--- src/rtl/coord_stack.sv ---
// coord_stack: LIFO of {x,y} coordinate pairs with replace-top and fail pulse.
// Define COORD_STACK_PEEK_EN to expose combinational top_x/top_y.
module coord_stack #(
  parameter int COORD_W = 4,
  parameter int DEPTH   = 16,
  localparam int CW     = $clog2(DEPTH + 1),
  localparam int PW     = $clog2(DEPTH)
) (
  input  logic               clk,
  input  logic               rst,
  input  logic               push,
  input  logic               pop,
  input  logic [COORD_W-1:0] x_in,
  input  logic [COORD_W-1:0] y_in,
  output logic [COORD_W-1:0] x_out,
  output logic [COORD_W-1:0] y_out,
  output logic               out_vld,
  output logic               fail,
  output logic               full,
  output logic               empty,
  output logic [CW-1:0]      count
`ifdef COORD_STACK_PEEK_EN
  ,
  output logic [COORD_W-1:0] top_x,
  output logic [COORD_W-1:0] top_y
`endif
);

  logic [2*COORD_W-1:0] r_mem [DEPTH];
  logic [CW-1:0]        r_sp;
  logic [COORD_W-1:0]   r_x_out;
  logic [COORD_W-1:0]   r_y_out;
  logic                 r_vld;
  logic                 r_fail;

  logic                 w_full;
  logic                 w_empty;
  logic [PW-1:0]        w_top;
  logic [PW-1:0]        w_sp_idx;
  logic [PW-1:0]        w_widx;
  logic                 w_we;
  logic [2*COORD_W-1:0] w_top_ent;

  assign w_full    = (r_sp == CW'(DEPTH));
  assign w_empty   = (r_sp == '0);
  assign w_top     = PW'(r_sp - CW'(1));
  assign w_sp_idx  = PW'(r_sp);
  assign w_top_ent = r_mem[w_top];

  // Replace writes over the old top; every other accepted write lands at sp.
  assign w_we   = push & (pop | ~w_full);
  assign w_widx = (pop & ~w_empty) ? w_top : w_sp_idx;

  always_ff @(posedge clk) begin
    if (w_we) r_mem[w_widx] <= {x_in, y_in};
  end

  always_ff @(posedge clk or posedge rst) begin
    if (rst) begin
      r_sp    <= '0;
      r_x_out <= '0;
      r_y_out <= '0;
      r_vld   <= 1'b0;
      r_fail  <= 1'b0;
    end else begin
      r_vld  <= 1'b0;
      r_fail <= 1'b0;
      unique case ({push, pop})
        2'b10: begin
          if (!w_full) r_sp <= r_sp + CW'(1);
          else         r_fail <= 1'b1;
        end
        2'b01: begin
          if (!w_empty) begin
            {r_x_out, r_y_out} <= w_top_ent;
            r_vld <= 1'b1;
            r_sp  <= r_sp - CW'(1);
          end else begin
            r_fail <= 1'b1;
          end
        end
        2'b11: begin
          if (!w_empty) begin
            {r_x_out, r_y_out} <= w_top_ent;
            r_vld <= 1'b1;
          end else begin
            r_sp   <= CW'(1);
            r_fail <= 1'b1;
          end
        end
        default: ;
      endcase
    end
  end

  assign x_out   = r_x_out;
  assign y_out   = r_y_out;
  assign out_vld = r_vld;
  assign fail    = r_fail;
  assign full    = w_full;
  assign empty   = w_empty;
  assign count   = r_sp;

`ifdef COORD_STACK_PEEK_EN
  assign top_x = w_empty ? '0 : w_top_ent[2*COORD_W-1:COORD_W];
  assign top_y = w_empty ? '0 : w_top_ent[COORD_W-1:0];
`endif

endmodule
--- config.mk ---
export PLATFORM = sky130hd
export DESIGN_NAME = coord_stack
export DESIGN_NICKNAME = d
export VERILOG_FILES = /design/src/rtl/coord_stack.sv
export SDC_FILE = /design/constraint.sdc
export NUM_CORES = 1
export LEC_CHECK = 0
export ABC_AREA = 1
export ABC_CLOCK_PERIOD_IN_PS = 3700
export BUFFER_PORTS_ARGS = -buffer_cell sky130_fd_sc_hd__clkbuf_2
export CORE_MARGIN = 5
export CORE_UTILIZATION = 55
export DETAILED_ROUTE_END_ITERATION = 16
export GPL_TIMING_DRIVEN = 0
export PLACE_DENSITY = 0.73
export SETUP_SLACK_MARGIN = 0.02
export SYNTH_ARGS = -nofsm -noshare
export SYNTH_HDL_FRONTEND = slang
export SYNTH_SLANG_ARGS = --single-unit
--- constraint.sdc ---
create_clock -name clk -period 3.7 [get_ports clk]
set_input_delay 0.925 -clock clk [delete_from_list [all_inputs] [get_ports clk]]
set_output_delay 0.925 -clock clk [all_outputs]
set_load 0.005 [all_outputs]
**Word-level counts from Yosys, hierarchy flattened**

Memories as Yosys holds them, arrays and structs flattened. A register that Yosys moved wholly into a read port is not among the register bits.
Index checks and enable logic that the tools add are counted.

- Add/sub/neg operators: 2
- Equal/unequal tests: 7
- Muxes and demuxes: 12
- Bitwise logic cells: 5
- Reduce and logical (&&, ||, !) cells: 5

Operators by type and width:

| operator | number |
|---|---|
| $mux W5 | 3 |
| $pmux W5 S3 | 1 |
| $mux W1 | 6 |
| $ne A2 B2 Y1 const B | 3 |
| $add A5 B1 Y5 const B | 1 |
| $eq A5 B5 Y1 const B | 1 |
| $logic_not A5 Y1 | 1 |
| $sub A5 B1 Y5 const B | 1 |
| $eq A2 B2 Y1 const B | 2 |
| $mux W4 | 1 |
| $reduce_and A4 Y1 | 1 |
| $reduce_bool A3 Y1 | 1 |
| $and A1 B1 Y1 | 2 |
| $eq A2 B1 Y1 const B | 1 |
| $not A1 Y1 | 2 |
| $pmux W1 S2 | 1 |
| $reduce_and A2 Y1 | 1 |
| $reduce_or A2 Y1 | 1 |
| $or A1 B1 Y1 | 1 |

- Register bits: 7
- Memory bits (writable): 128
- Input bits: 12
- Output and inout port bits: 17
- Word-level logic and storage cells: 35
- Memories kept: 1

Memories:

| name | words | bits a word | read ports | clocked after memory_dff | write ports | RTL line | RTL |
|---|---|---|---|---|---|---|---|
| r_mem | 16 | 8 | 1 | 1 | 1 | 29 | `logic [2*COORD_W-1:0] r_mem [DEPTH];` |

**Depth between registers and ports, before layout**

Gate-level depths: netlist of the first run.

- Word-level depth: 6
- Depth in mapped cells: 14
- Mapped depth without buffers: 10

**Worst setup path before layout of the first run**

Ideal clock, no wire load.

- Kind: reg2reg
- Start point: register r_sp[0] (netlist: count[0])
- End point: memory r_mem[12][0] (netlist name) (enable)
- Setup time: 0.370 ns
- Arrival time: 2.212 ns
- Required time: 3.330 ns
- Setup slack: 1.117 ns
- Cell stages (with the launch flop): 13
- Buffers on the path: 4
- Period minus slack after synthesis: 2.583 ns
- Cells stage by stage: dfrtp_1 -> buf_2 -> inv_2 -> buf_6 -> buf_2 -> ha_1 -> nand3_2 -> nand2_4 -> buf_6 -> nand2_1 -> nand2_1 -> nand3_1 -> nor2_1

- Cells in the longest elaborated chain, start to end: 6
- Elaborated cells on any way between the ends: 11
- Classes of those cells: add/sub (1); eq/ne (1); mux (3); bitwise (5); reduce/logical (1)

Ends and longest elaborated chain:

| what | RTL line | RTL |
|---|---|---|
| start: declaration | 30 | `logic [CW-1:0] r_sp;` |
| start signal: assignment | 70 | `if (!w_full) r_sp <= r_sp + CW'(1);` |
| start signal: assignment | 77 | `r_sp <= r_sp - CW'(1);` |
| $eq A5 B5 Y1 | 44 | `assign w_full = (r_sp == CW'(DEPTH));` |
| $not A1 Y1 | 51 | `assign w_we = push & (pop \| ~w_full);` |
| $or A1 B1 Y1 | 51 |  |
| $and A1 B1 Y1 | 51 |  |
| $mux W1 | 55 | `if (w_we) r_mem[w_widx] <= {x_in, y_in};` |
| $mux W1 (implied by the code) | 55 |  |
| end: declaration | 29 |  |

Several ways; a longest one is shown, not always the timed one.

**Worst setup path after layout of the first run**

- Start point: register r_sp[0] (netlist: count[0])
- End point: memory r_mem[13][7] (netlist name) (enable)

The elaborated chain is that of the path after synthesis.

==> impl_results.md, run 1 <==
- Arrival time worst endpoint: 3.57 ns
- Required time at the worst-slack endpoint: 3.73 ns
- Area leader, netlist: sky130_fd_sc_hd__edfxtp_1
- Area of the die: 13500 sq um
- Transition time at the pin with the least slew margin: 1.06 ns
- Clock Pin Slew Worst Setup and Hold Paths: 0.06 ns
- Fraction of the yosys area taken by sequential cells: 0.681
- # IOs: 29
- Antenna diode instance count: 0
- Clock period minus final worst setup slack: 3.54 ns
- Largest incremental delay on the critical path: 0.86 ns
- DRT iter0 DRCs: 609
- Hold slack: 0.489 ns
- Area Overhead vs Synth: 15.5%
- Worst-path maximum fanout: 10
- Area occupied by registers: 4220 sq um
- Post-synthesis instance total: 588
- CTS Hold Bufs: 0
- Number of hold-slack violations in the final timing report: 0
- Tot GR Track Use: 0.234
- Max-Slew Margin vs Limit: 0.288
- CTS sink count: 143
- Cell Area, Synth: 6190 sq um
- Vias: 4441
- Detail Route Antenna Nets: 0
- Antenna violations before repair: 0
- Core Footprint: 10900 sq um
- Number of filler instances in the final layout: 805
- Total area of multi-input combinational cells: 1620 sq um
- Maximum clock rate: 283 MHz
- Final design utilization: 0.654
- Capturing element type of the critical path: flop
- CP delay by family, top: simple AND/OR/NAND/NOR gates
- Startpoint kind of the worst setup timing path: flop
- Residual DRC: 0
- Final setup vio count: 0
- Crit-path cells: buf_2 -> inv_2 -> buf_6 -> buf_2 -> ha_1 -> nand3_2 -> nand2_4 -> buf_6 -> nand2_1 -> nand2_1 -> nand3_1 -> nor2_1
- Cells taking the most area after synthesis: sky130_fd_sc_hd__edfxtp_1 62%, sky130_fd_sc_hd__nand2_1 8.2%, sky130_fd_sc_hd__dfrtp_1 6.1%, sky130_fd_sc_hd__nor2_1 5.7%, sky130_fd_sc_hd__nand3_1 4.9%
- Final clock period utilization by the worst path: 0.955
- Flops & latches, synth: 143
- First-pass GRT wire length: 23.0 mm
- Rows: 38
- Routability-driven placement congestion ratio: 0.874
- Vias per inst: 5.64
- EDFF count, synth: 128
- Critical path type: reg2reg
- Most used DFF post-synth: sky130_fd_sc_hd__edfxtp_1
- Vias in the first global route: 4282
- Die extent in x: 116 um
- Post-DP HPWL: 9.42 mm
- Static leakage: 2.90 nW
- Pin count of the biggest net entering global routing: 17
- Status: complete, no violations
- Overflow left after global routing: 0
- Sum of negative setup slack: 0 ns
- Layout cells sized above 1: 0.127
- Root buffer selected by CTS: sky130_fd_sc_hd__clkbuf_16
- Mapped Nets: 602
- CP max stage cell: sky130_fd_sc_hd__nor2_1
- Average detailed-routed wire length per instance: 18.9 um
- Async set or reset register ratio after synthesis: 0.105
- Share of the synthesized area in the top cell type: 0.621
- Count of instances resized after the clock tree is built: 0
- Power Density: 884 nW/um^2
- TritonCTS buffer count: 17
- Post-detailed-routing wire length: 14.9 mm
- Post-CTS repair timing setup buffer count: 0
- Y dimension of the die: 116 um
- Final Skew: 0.00870 ns
- Later-pin clock latency in the skew report: 0.42 ns
- Quantity of I/O buffers inserted on ports: 27
- Net count reported at finish: 648
- Synth unique cells: 26
- Power, Total: 0.00632 W
- Buffer and inverter count on the worst path: 5
- CTS H-tree depth: 4
- Max-slew violation count: 0
- Number of synthesis warnings: 0
- Starting Density: 0.566
- Average cell area after synthesis: 10.5 sq um
- Max IR drop VDD: 0.521 mV
- Number of max-cap violations: 0
- Min-Delay Path Class: reg2reg
- TritonCTS clock tree: done
- Number of iterations in the first detailed-routing pass: 9
- Setup repair after global routing missed its margin: false
- Largest buffer count on any clock path: 2
-- cells in the final DEF (no fill, tap or decap), drive strengths merged --
master | synthesis | routed
o211ai | 5 | 5
edfxtp | 128 | 128
bufinv | 0 | 5
clkinv | 0 | 2
xnor2 | 2 | 2
nor2 | 96 | 96
buf | 18 | 18
ha | 2 | 2
a21oi | 4 | 4
dfrtp | 15 | 15
o21a | 2 | 2
nand3 | 63 | 63
clkbuf | 9 | 59
o21ai | 51 | 51
nand2 | 137 | 137
xor2 | 2 | 2
inv | 54 | 56
-- state kept, by name, indices dropped and copies added (netlist names) --
signal	flops
out_vld	1
r_mem	128
x_out	4
y_out	4
fail	1
count	5
-- worst reg2reg max path, stage by stage, from the launching register on --
cell                      delay (ns)
sky130_fd_sc_hd__dfrtp_1        0.41
sky130_fd_sc_hd__buf_2          0.18
sky130_fd_sc_hd__inv_2          0.09
sky130_fd_sc_hd__buf_6          0.15
sky130_fd_sc_hd__buf_2          0.25
sky130_fd_sc_hd__ha_1           0.37
sky130_fd_sc_hd__nand3_2        0.16
sky130_fd_sc_hd__nand2_4        0.16
sky130_fd_sc_hd__buf_6          0.18
sky130_fd_sc_hd__nand2_1        0.07
sky130_fd_sc_hd__nand2_1        0.10
sky130_fd_sc_hd__nand3_1        0.17
sky130_fd_sc_hd__nor2_1         0.86
-- layer usage --
metal,part of all wire,global-route usage
met5,0,0
met3,0.092,0.0570
met4,0.033,0.110
met2,0.48,0.376
met1,0.40,0.304
-- stage by stage --
| stage | setup slack [ns] | instance area [sq um] | instances |
|---|---|---|---|
| final | 0.165 | 7150 | 787 |
| after global routing | 0.0325 | 7150 | 787 |
| after floorplan | 1.12 | 6190 | 588 |
| after detailed placement | 0.302 | 6500 | 755 |
| after CTS | 0.270 | 7150 | 787 |
| after global placement | 0.412 | 6500 | 755 |
-- area by class of cell --
cell class	instances	share of cell area
plain buffers	27	0.0213
clock inverters	9	0.0252
multi-input cells	364	0.226
inverters	54	0.0283
flip-flops and latches	143	0.590
clock buffers	23	0.0654
well taps	140	0.0245
repair buffers	27	0.0189
-- cell families (layout without fill, tap and decap cells) --
logic type               Yosys count  after routing  synth area share
flip-flops                       143            143             0.681
XOR/XNOR                           4              4           0.00808
adder cells (fa/ha/maj)            2              2           0.00404
AO/OA/AOI/OAI                     62             62            0.0529
AND/OR/NAND/NOR                  296            296             0.196
buffers and inverters             81            140            0.0574
-- where the power goes --
part / switching (W) / internal, W
clock: 0.000620 / 0.00124
sequential: 0.0000918 / 0.00200
combinational: 0.00164 / 0.000734
-- cells in the mapped netlist, types with 2 or more instances --
library cell / n
sky130_fd_sc_hd__buf_6: 4
sky130_fd_sc_hd__buf_2: 11
sky130_fd_sc_hd__nor2_2: 2
sky130_fd_sc_hd__buf_4: 2
sky130_fd_sc_hd__inv_2: 3
sky130_fd_sc_hd__clkbuf_1: 9
sky130_fd_sc_hd__a21oi_1: 4
sky130_fd_sc_hd__inv_1: 51
sky130_fd_sc_hd__dfrtp_1: 15
sky130_fd_sc_hd__nor2_1: 94
sky130_fd_sc_hd__o21ai_0: 49
sky130_fd_sc_hd__o21a_1: 2
sky130_fd_sc_hd__nand2_1: 135
sky130_fd_sc_hd__o21ai_1: 2
sky130_fd_sc_hd__nand3_1: 61
sky130_fd_sc_hd__ha_1: 2
sky130_fd_sc_hd__edfxtp_1: 128
sky130_fd_sc_hd__o211ai_1: 5
sky130_fd_sc_hd__nand3_2: 2
-- final timing paths --
path                       slack [ns]           end  cells past startpoint     start
hold reg to reg                  0.49      x_out[3]                      2  x_out[3]
setup reg to reg                 0.16  r_mem[13][7]                     12  count[0]
max in group asynchronous        2.74       out_vld                      2       rst
setup / recovery                 0.16  r_mem[13][7]                     12  count[0]
min in group asynchronous        0.56      count[0]                      2       rst
hold / removal                   0.49      x_out[3]                      2  x_out[3]
Note: power is estimated with default switching activity, not from simulation.
==> run 2: changes to the inputs <==
--- a/config.mk
+++ b/config.mk
@@ -6,13 +6,13 @@
 export NUM_CORES = 1
 export LEC_CHECK = 0
 export ABC_AREA = 1
-export ABC_CLOCK_PERIOD_IN_PS = 3700
+export ABC_CLOCK_PERIOD_IN_PS = 3050
 export BUFFER_PORTS_ARGS = -buffer_cell sky130_fd_sc_hd__clkbuf_2
 export CORE_MARGIN = 5
 export CORE_UTILIZATION = 55
 export DETAILED_ROUTE_END_ITERATION = 16
 export GPL_TIMING_DRIVEN = 0
-export PLACE_DENSITY = 0.73
+export PLACE_DENSITY = 0.74
 export SETUP_SLACK_MARGIN = 0.02
 export SYNTH_ARGS = -nofsm -noshare
 export SYNTH_HDL_FRONTEND = slang
==> constraint.sdc (replaced) <==
create_clock -name clk -period 3.05 [get_ports clk]
set_input_delay 0.7625 -clock clk [delete_from_list [all_inputs] [get_ports clk]]
set_output_delay 0.7625 -clock clk [all_outputs]
set_load 0.005 [all_outputs]
==> impl_results.md, run 2 (synthesis results as in run 1) <==
- CTS Hold Bufs: 0
- Most common cell after layout, fill and taps aside: sky130_fd_sc_hd__nand2_1
- Status: complete, no violations
- Maximum clock rate: 357 MHz
- Power Density: 1050 nW/um^2
- Total area of multi-input combinational cells: 1770 sq um
- Root buffer selected by CTS: sky130_fd_sc_hd__clkbuf_16
- Setup slack of the worst register-to-register path: 0.25 ns
- Residual DRC: 0
- Net count reported at finish: 670
- Final Skew: 0.0106 ns
- Sum of negative setup slack: 0 ns
- Area of the die: 13500 sq um
- Overflow left after global routing: 0
- DRT iter0 DRCs: 704
- Max IR drop VDD: 0.529 mV
- CTS sink count: 143
- First-pass GRT wire length: 25.7 mm
- Number of max-cap violations: 0
- Standard cell area after detailed placement: 6500 sq um
- Y dimension of the die: 116 um
- Largest buffer count on any clock path: 2
- Max-Slew Margin vs Limit: 0.562
- Arrival time worst endpoint: 2.93 ns
- Final clock period utilization by the worst path: 0.918
- Clock Pin Slew Worst Setup and Hold Paths: 0.06 ns
- Startpoint kind of the worst setup timing path: flop
- Number of iterations in the first detailed-routing pass: 5
- Capturing element type of the critical path: flop
- Pin count of the biggest net entering global routing: 17
- Tot GR Track Use: 0.262
- Post-DP HPWL: 9.37 mm
- Transition time at the pin with the least slew margin: 0.656 ns
- CTS H-tree depth: 4
- Core Footprint: 10900 sq um
- Detail Route Antenna Nets: 0
- TritonCTS clock tree: done
- Clock period minus final worst setup slack: 2.80 ns
- Vias per inst: 5.89
- Number of filler instances in the final layout: 709
- Max-slew violation count: 0
- Average detailed-routed wire length per instance: 20.2 um
- Area Overhead vs Synth: 22.2%
- Worst-path maximum fanout: 19
- Final setup vio count: 0
- Critical path type: reg2reg
- Quantity of I/O buffers inserted on ports: 27
- Static leakage: 3.04 nW
- Antenna diode instance count: 0
- Starting Density: 0.566
- Post-detailed-routing wire length: 16.4 mm
- Routability-driven placement congestion ratio: 0.865
- Die extent in x: 116 um
- Area occupied by registers: 4220 sq um
- Final design utilization: 0.692
- Required time at the worst-slack endpoint: 3.18 ns
- Antenna violations before repair: 0
- Number of hold-slack violations in the final timing report: 0
- Layout cells sized above 1: 0.191
- Later-pin clock latency in the skew report: 0.43 ns
- Setup repair after global routing missed its margin: false
- # IOs: 29
- Rows: 38
- Vias: 4769
- Number of flip-flops in the largest register: 128
- Vias in the first global route: 4727
- TritonCTS buffer count: 17
- Top register by number of flip-flops: r_mem
- Finished layout cell area: 7560 sq um
- Min-Delay Path Class: in2async
- Most frequent cells in the layout: 135 x sky130_fd_sc_hd__nand2_1, 128 x sky130_fd_sc_hd__edfxtp_1, 78 x sky130_fd_sc_hd__nor2_1
run 2: cell types whose count changed in the layout (fill, tap and decap cells not counted), moves of 2 or more:
cell | before | now
sky130_fd_sc_hd__nor2_1 | 94 | 78
sky130_fd_sc_hd__buf_4 | 2 | 17
sky130_fd_sc_hd__clkinv_2 | 0 | 2
sky130_fd_sc_hd__nor2_4 | 0 | 16
sky130_fd_sc_hd__inv_6 | 2 | 0
sky130_fd_sc_hd__buf_12 | 0 | 9
sky130_fd_sc_hd__nand3_1 | 61 | 57
sky130_fd_sc_hd__clkinvlp_4 | 0 | 3
sky130_fd_sc_hd__nand3_2 | 2 | 6
run 2: path summary, 6_finish.rpt:
path / startpoint / to / depth (start not counted)
min: rst / y_out[2] / 2
max reg2reg: count[0] / r_mem[13][2] / 10
min reg2reg: y_out[3] / y_out[3] / 2
max: count[0] / r_mem[13][2] / 10
min in group clk: y_out[3] / y_out[3] / 2
max in group asynchronous: rst / y_out[3] / 2
run 2: worst max-delay path: stages, from the launching register on:
cell	delay [ns]
sky130_fd_sc_hd__dfrtp_1	0.39
sky130_fd_sc_hd__buf_2	0.20
sky130_fd_sc_hd__inv_2	0.07
sky130_fd_sc_hd__buf_6	0.18
sky130_fd_sc_hd__ha_4	0.21
sky130_fd_sc_hd__nand2_1	0.10
sky130_fd_sc_hd__nor2_2	0.07
sky130_fd_sc_hd__o21ai_1	0.48
sky130_fd_sc_hd__nand3_2	0.37
sky130_fd_sc_hd__nor2_4	0.21
sky130_fd_sc_hd__buf_4	0.21
run 2: final cells by class:
type / instances / area share
clock buffer: 22 / 0.0614
inverter: 54 / 0.0268
sequential: 143 / 0.558
buffer: 25 / 0.0190
clock inverter: 10 / 0.0213
multi-input combinational: 364 / 0.234
tap: 140 / 0.0232
timing repair buffer: 51 / 0.0566
run 2: per-layer routing:
layer  up-vias  global-route usage  share of wire
met1      2256               0.334           0.38
met4         0               0.144          0.056
met5         -                   0              0
li1       2114                   -              -
met2       322               0.416           0.48
met3        77              0.0622          0.090
run 2: where the power goes:
part | switching, W | internal [W]
combinational | 0.00220 | 0.00103
sequential | 0.000111 | 0.00242
clock | 0.000793 | 0.00141
total | 0.00310 | 0.00485
run 2: metrics by stage:
step	setup slack, ns	hold WS, ns	cells	total power, W
finish	0.250	0.376	809	0.00795
global route	0.169	0.429	809	0.00835
global placement	-0.212	0.463	755	0.00523
CTS	0.0914	0.412	811	0.00780
detailed placement	-0.367	0.468	755	0.00533
floorplan	0.467	0.472	588	0.00444
run 2: what timing repair did:
action	in CTS	in global routing
resized for setup	36	2
pin swaps	16	0
endpoints found under the setup margin	129	130
cloned	0	0
endpoints found under the hold margin	0	0
setup buffers	24	0
==> run 3: changes to the inputs <==
--- a/config.mk
+++ b/config.mk
@@ -8,6 +8,7 @@
 export ABC_AREA = 1
 export ABC_CLOCK_PERIOD_IN_PS = 3050
 export BUFFER_PORTS_ARGS = -buffer_cell sky130_fd_sc_hd__clkbuf_2
+export CORE_ASPECT_RATIO = 1.5
 export CORE_MARGIN = 5
 export CORE_UTILIZATION = 55
 export DETAILED_ROUTE_END_ITERATION = 16
==> impl_results.md, run 3 (synthesis results as in run 1) <==
- CTS H-tree depth: 4
- Area Overhead vs Synth: 20.6%
- Area of the die: 13500 sq um
- Detail Route Antenna Nets: 0
- Top register by number of flip-flops: r_mem
- CP max stage cell: sky130_fd_sc_hd__dfrtp_1
- Final clock period utilization by the worst path: 0.960
- Finished layout cell area: 7470 sq um
- Arrival time worst endpoint: 3.06 ns
- Required time at the worst-slack endpoint: 3.18 ns
- DRT iter0 DRCs: 495
- Setup repair after global routing missed its margin: false
- Antenna violations before repair: 0
- Most frequent cells in the layout: 135 x sky130_fd_sc_hd__nand2_1, 128 x sky130_fd_sc_hd__edfxtp_1, 78 x sky130_fd_sc_hd__nor2_1
- Final design utilization: 0.676
- Y dimension of the die: 140 um
- Number of max-cap violations: 0
- Vias in the first global route: 4345
- Transition time at the pin with the least slew margin: 0.649 ns
- Most common cell after layout, fill and taps aside: sky130_fd_sc_hd__nand2_1
- Routability-driven placement congestion ratio: 0.859
- Post-detailed-routing wire length: 15.1 mm
- Largest buffer count on any clock path: 2
- TritonCTS buffer count: 17
- Max-slew violation count: 0
- Residual DRC: 0
- CP delay by family, top: simple AND/OR/NAND/NOR gates
- Rows: 47
- Hold slack: 0.382 ns
- Power Density: 1020 nW/um^2
- CTS Hold Bufs: 0
- Layout cells sized above 1: 0.180
- Core Footprint: 11100 sq um
- Standard cell area after detailed placement: 6510 sq um
- Static leakage: 2.98 nW
- Maximum clock rate: 342 MHz
- Max-Slew Margin vs Limit: 0.568
- Clock Pin Slew Worst Setup and Hold Paths: 0.06 ns
- Startpoint kind of the worst setup timing path: flop
- Tot GR Track Use: 0.216
- Average detailed-routed wire length per instance: 18.7 um
- Min-Delay Path Class: in2async
- Final Skew: 0.00948 ns
- Net count reported at finish: 662
- Root buffer selected by CTS: sky130_fd_sc_hd__clkbuf_16
- Post-DP HPWL: 9.44 mm
- Starting Density: 0.560
- Worst-path maximum fanout: 19
- Final setup vio count: 0
- Capturing element type of the critical path: flop
- Max IR drop VDD: 0.426 mV
- Number of iterations in the first detailed-routing pass: 6
- Largest incremental delay on the critical path: 0.40 ns
- Number of hold-slack violations in the final timing report: 0
- Crit-path cells: buf_2 -> inv_2 -> buf_6 -> ha_2 -> nand3_2 -> nand2_4 -> buf_6 -> nand2_1 -> nand2_1 -> nand3_1 -> nor2_4 -> buf_12
- Vias per inst: 5.67
- # IOs: 29
- Status: complete, no violations
- Antenna diode instance count: 0
- Number of flip-flops in the largest register: 128
- Critical path type: reg2reg
- CTS sink count: 143
- Quantity of I/O buffers inserted on ports: 27
- First-pass GRT wire length: 22.2 mm
- Buffer and inverter count on the worst path: 5
- Pin count of the biggest net entering global routing: 17
- TritonCTS clock tree: done
- Later-pin clock latency in the skew report: 0.42 ns
- Clock period minus final worst setup slack: 2.93 ns
- Die extent in x: 96.6 um
- Vias: 4579
- Overflow left after global routing: 0
==> run 3: cell types whose count changed in the layout (fill, tap and decap cells not counted), moves of 3 or more <==
cell and delta:
sky130_fd_sc_hd__clkbuf_1 -3, sky130_fd_sc_hd__nand3_2 -4, sky130_fd_sc_hd__buf_4 -11, sky130_fd_sc_hd__inv_6 +6
sky130_fd_sc_hd__bufinv_16 -3, sky130_fd_sc_hd__nand3_1 +4, sky130_fd_sc_hd__buf_12 +3
==> run 3: path summary, 6_finish.rpt <==
check,from,slack (ns),cells past startpoint,to
max in group asynchronous,rst,2.28,2,count[1]
min in group clk,x_out[3],0.48,2,x_out[3]
setup / recovery,count[0],0.12,12,r_mem[10][6]
hold reg to reg,x_out[3],0.48,2,x_out[3]
setup reg to reg,count[0],0.12,12,r_mem[10][6]
hold / removal,rst,0.38,2,x_out[1]
==> run 3: layout make-up <==
cell class | count | area, sq um
clock buffers | 17 | 425
clock inverters | 15 | 149
fillers | 770 | 3590
well taps | 147 | 184
flip-flops and latches | 143 | 4220
repair buffers | 43 | 405
multi-input cells | 364 | 1740
plain buffers | 25 | 144
inverters | 54 | 203
==> run 3: through the flow <==
stage	worst slack, ns	power, W	TNS [ns]	cells
floorplan	0.467	0.00444	0	588
global placement	-0.201	0.00524	-20.29	762
detailed placement	-0.319	0.00533	-32.71	762
CTS	-0.0579	0.00738	-3.54	794
global route	0.00887	0.00806	0	808
finish	0.123	0.00764	0	808
==> run 3: power breakdown <==
group | switching, W | leakage, nW | total, W | internal (W)
logic | 0.00212 | 1.37 | 0.00313 | 0.00100
registers | 0.000103 | 1.34 | 0.00252 | 0.00242
clock network | 0.000850 | 0.272 | 0.00200 | 0.00115
total | 0.00308 | 2.98 | 0.00764 | 0.00456
==> run 3: repair_timing <==
action | 4_1_cts | 5_1_grt
resized for setup | 20 | 13
pin swaps | 0 | 13
endpoints found under the setup margin | 129 | 136
setup buffers | 0 | 16
==> run 3: routing by layer <==
layer	vias up	global-route usage	routed length, um	part of all wire
met5	-	0	0	0
met4	0	0.131	898	0.059
met3	67	0.0403	1200	0.079
met2	263	0.370	7610	0.50
met1	2155	0.251	5390	0.36
li1	2094	-	-	-
==> run 3: worst register-to-register path, cell delays in order (launching register included) <==
cell and delay (ns):
sky130_fd_sc_hd__dfrtp_1 0.40, sky130_fd_sc_hd__buf_2 0.17, sky130_fd_sc_hd__inv_2 0.09, sky130_fd_sc_hd__buf_6 0.21
sky130_fd_sc_hd__ha_2 0.31, sky130_fd_sc_hd__nand3_2 0.14, sky130_fd_sc_hd__nand2_4 0.15, sky130_fd_sc_hd__buf_6 0.17
sky130_fd_sc_hd__nand2_1 0.07, sky130_fd_sc_hd__nand2_1 0.11, sky130_fd_sc_hd__nand3_1 0.38, sky130_fd_sc_hd__nor2_4 0.28
sky130_fd_sc_hd__buf_12 0.16
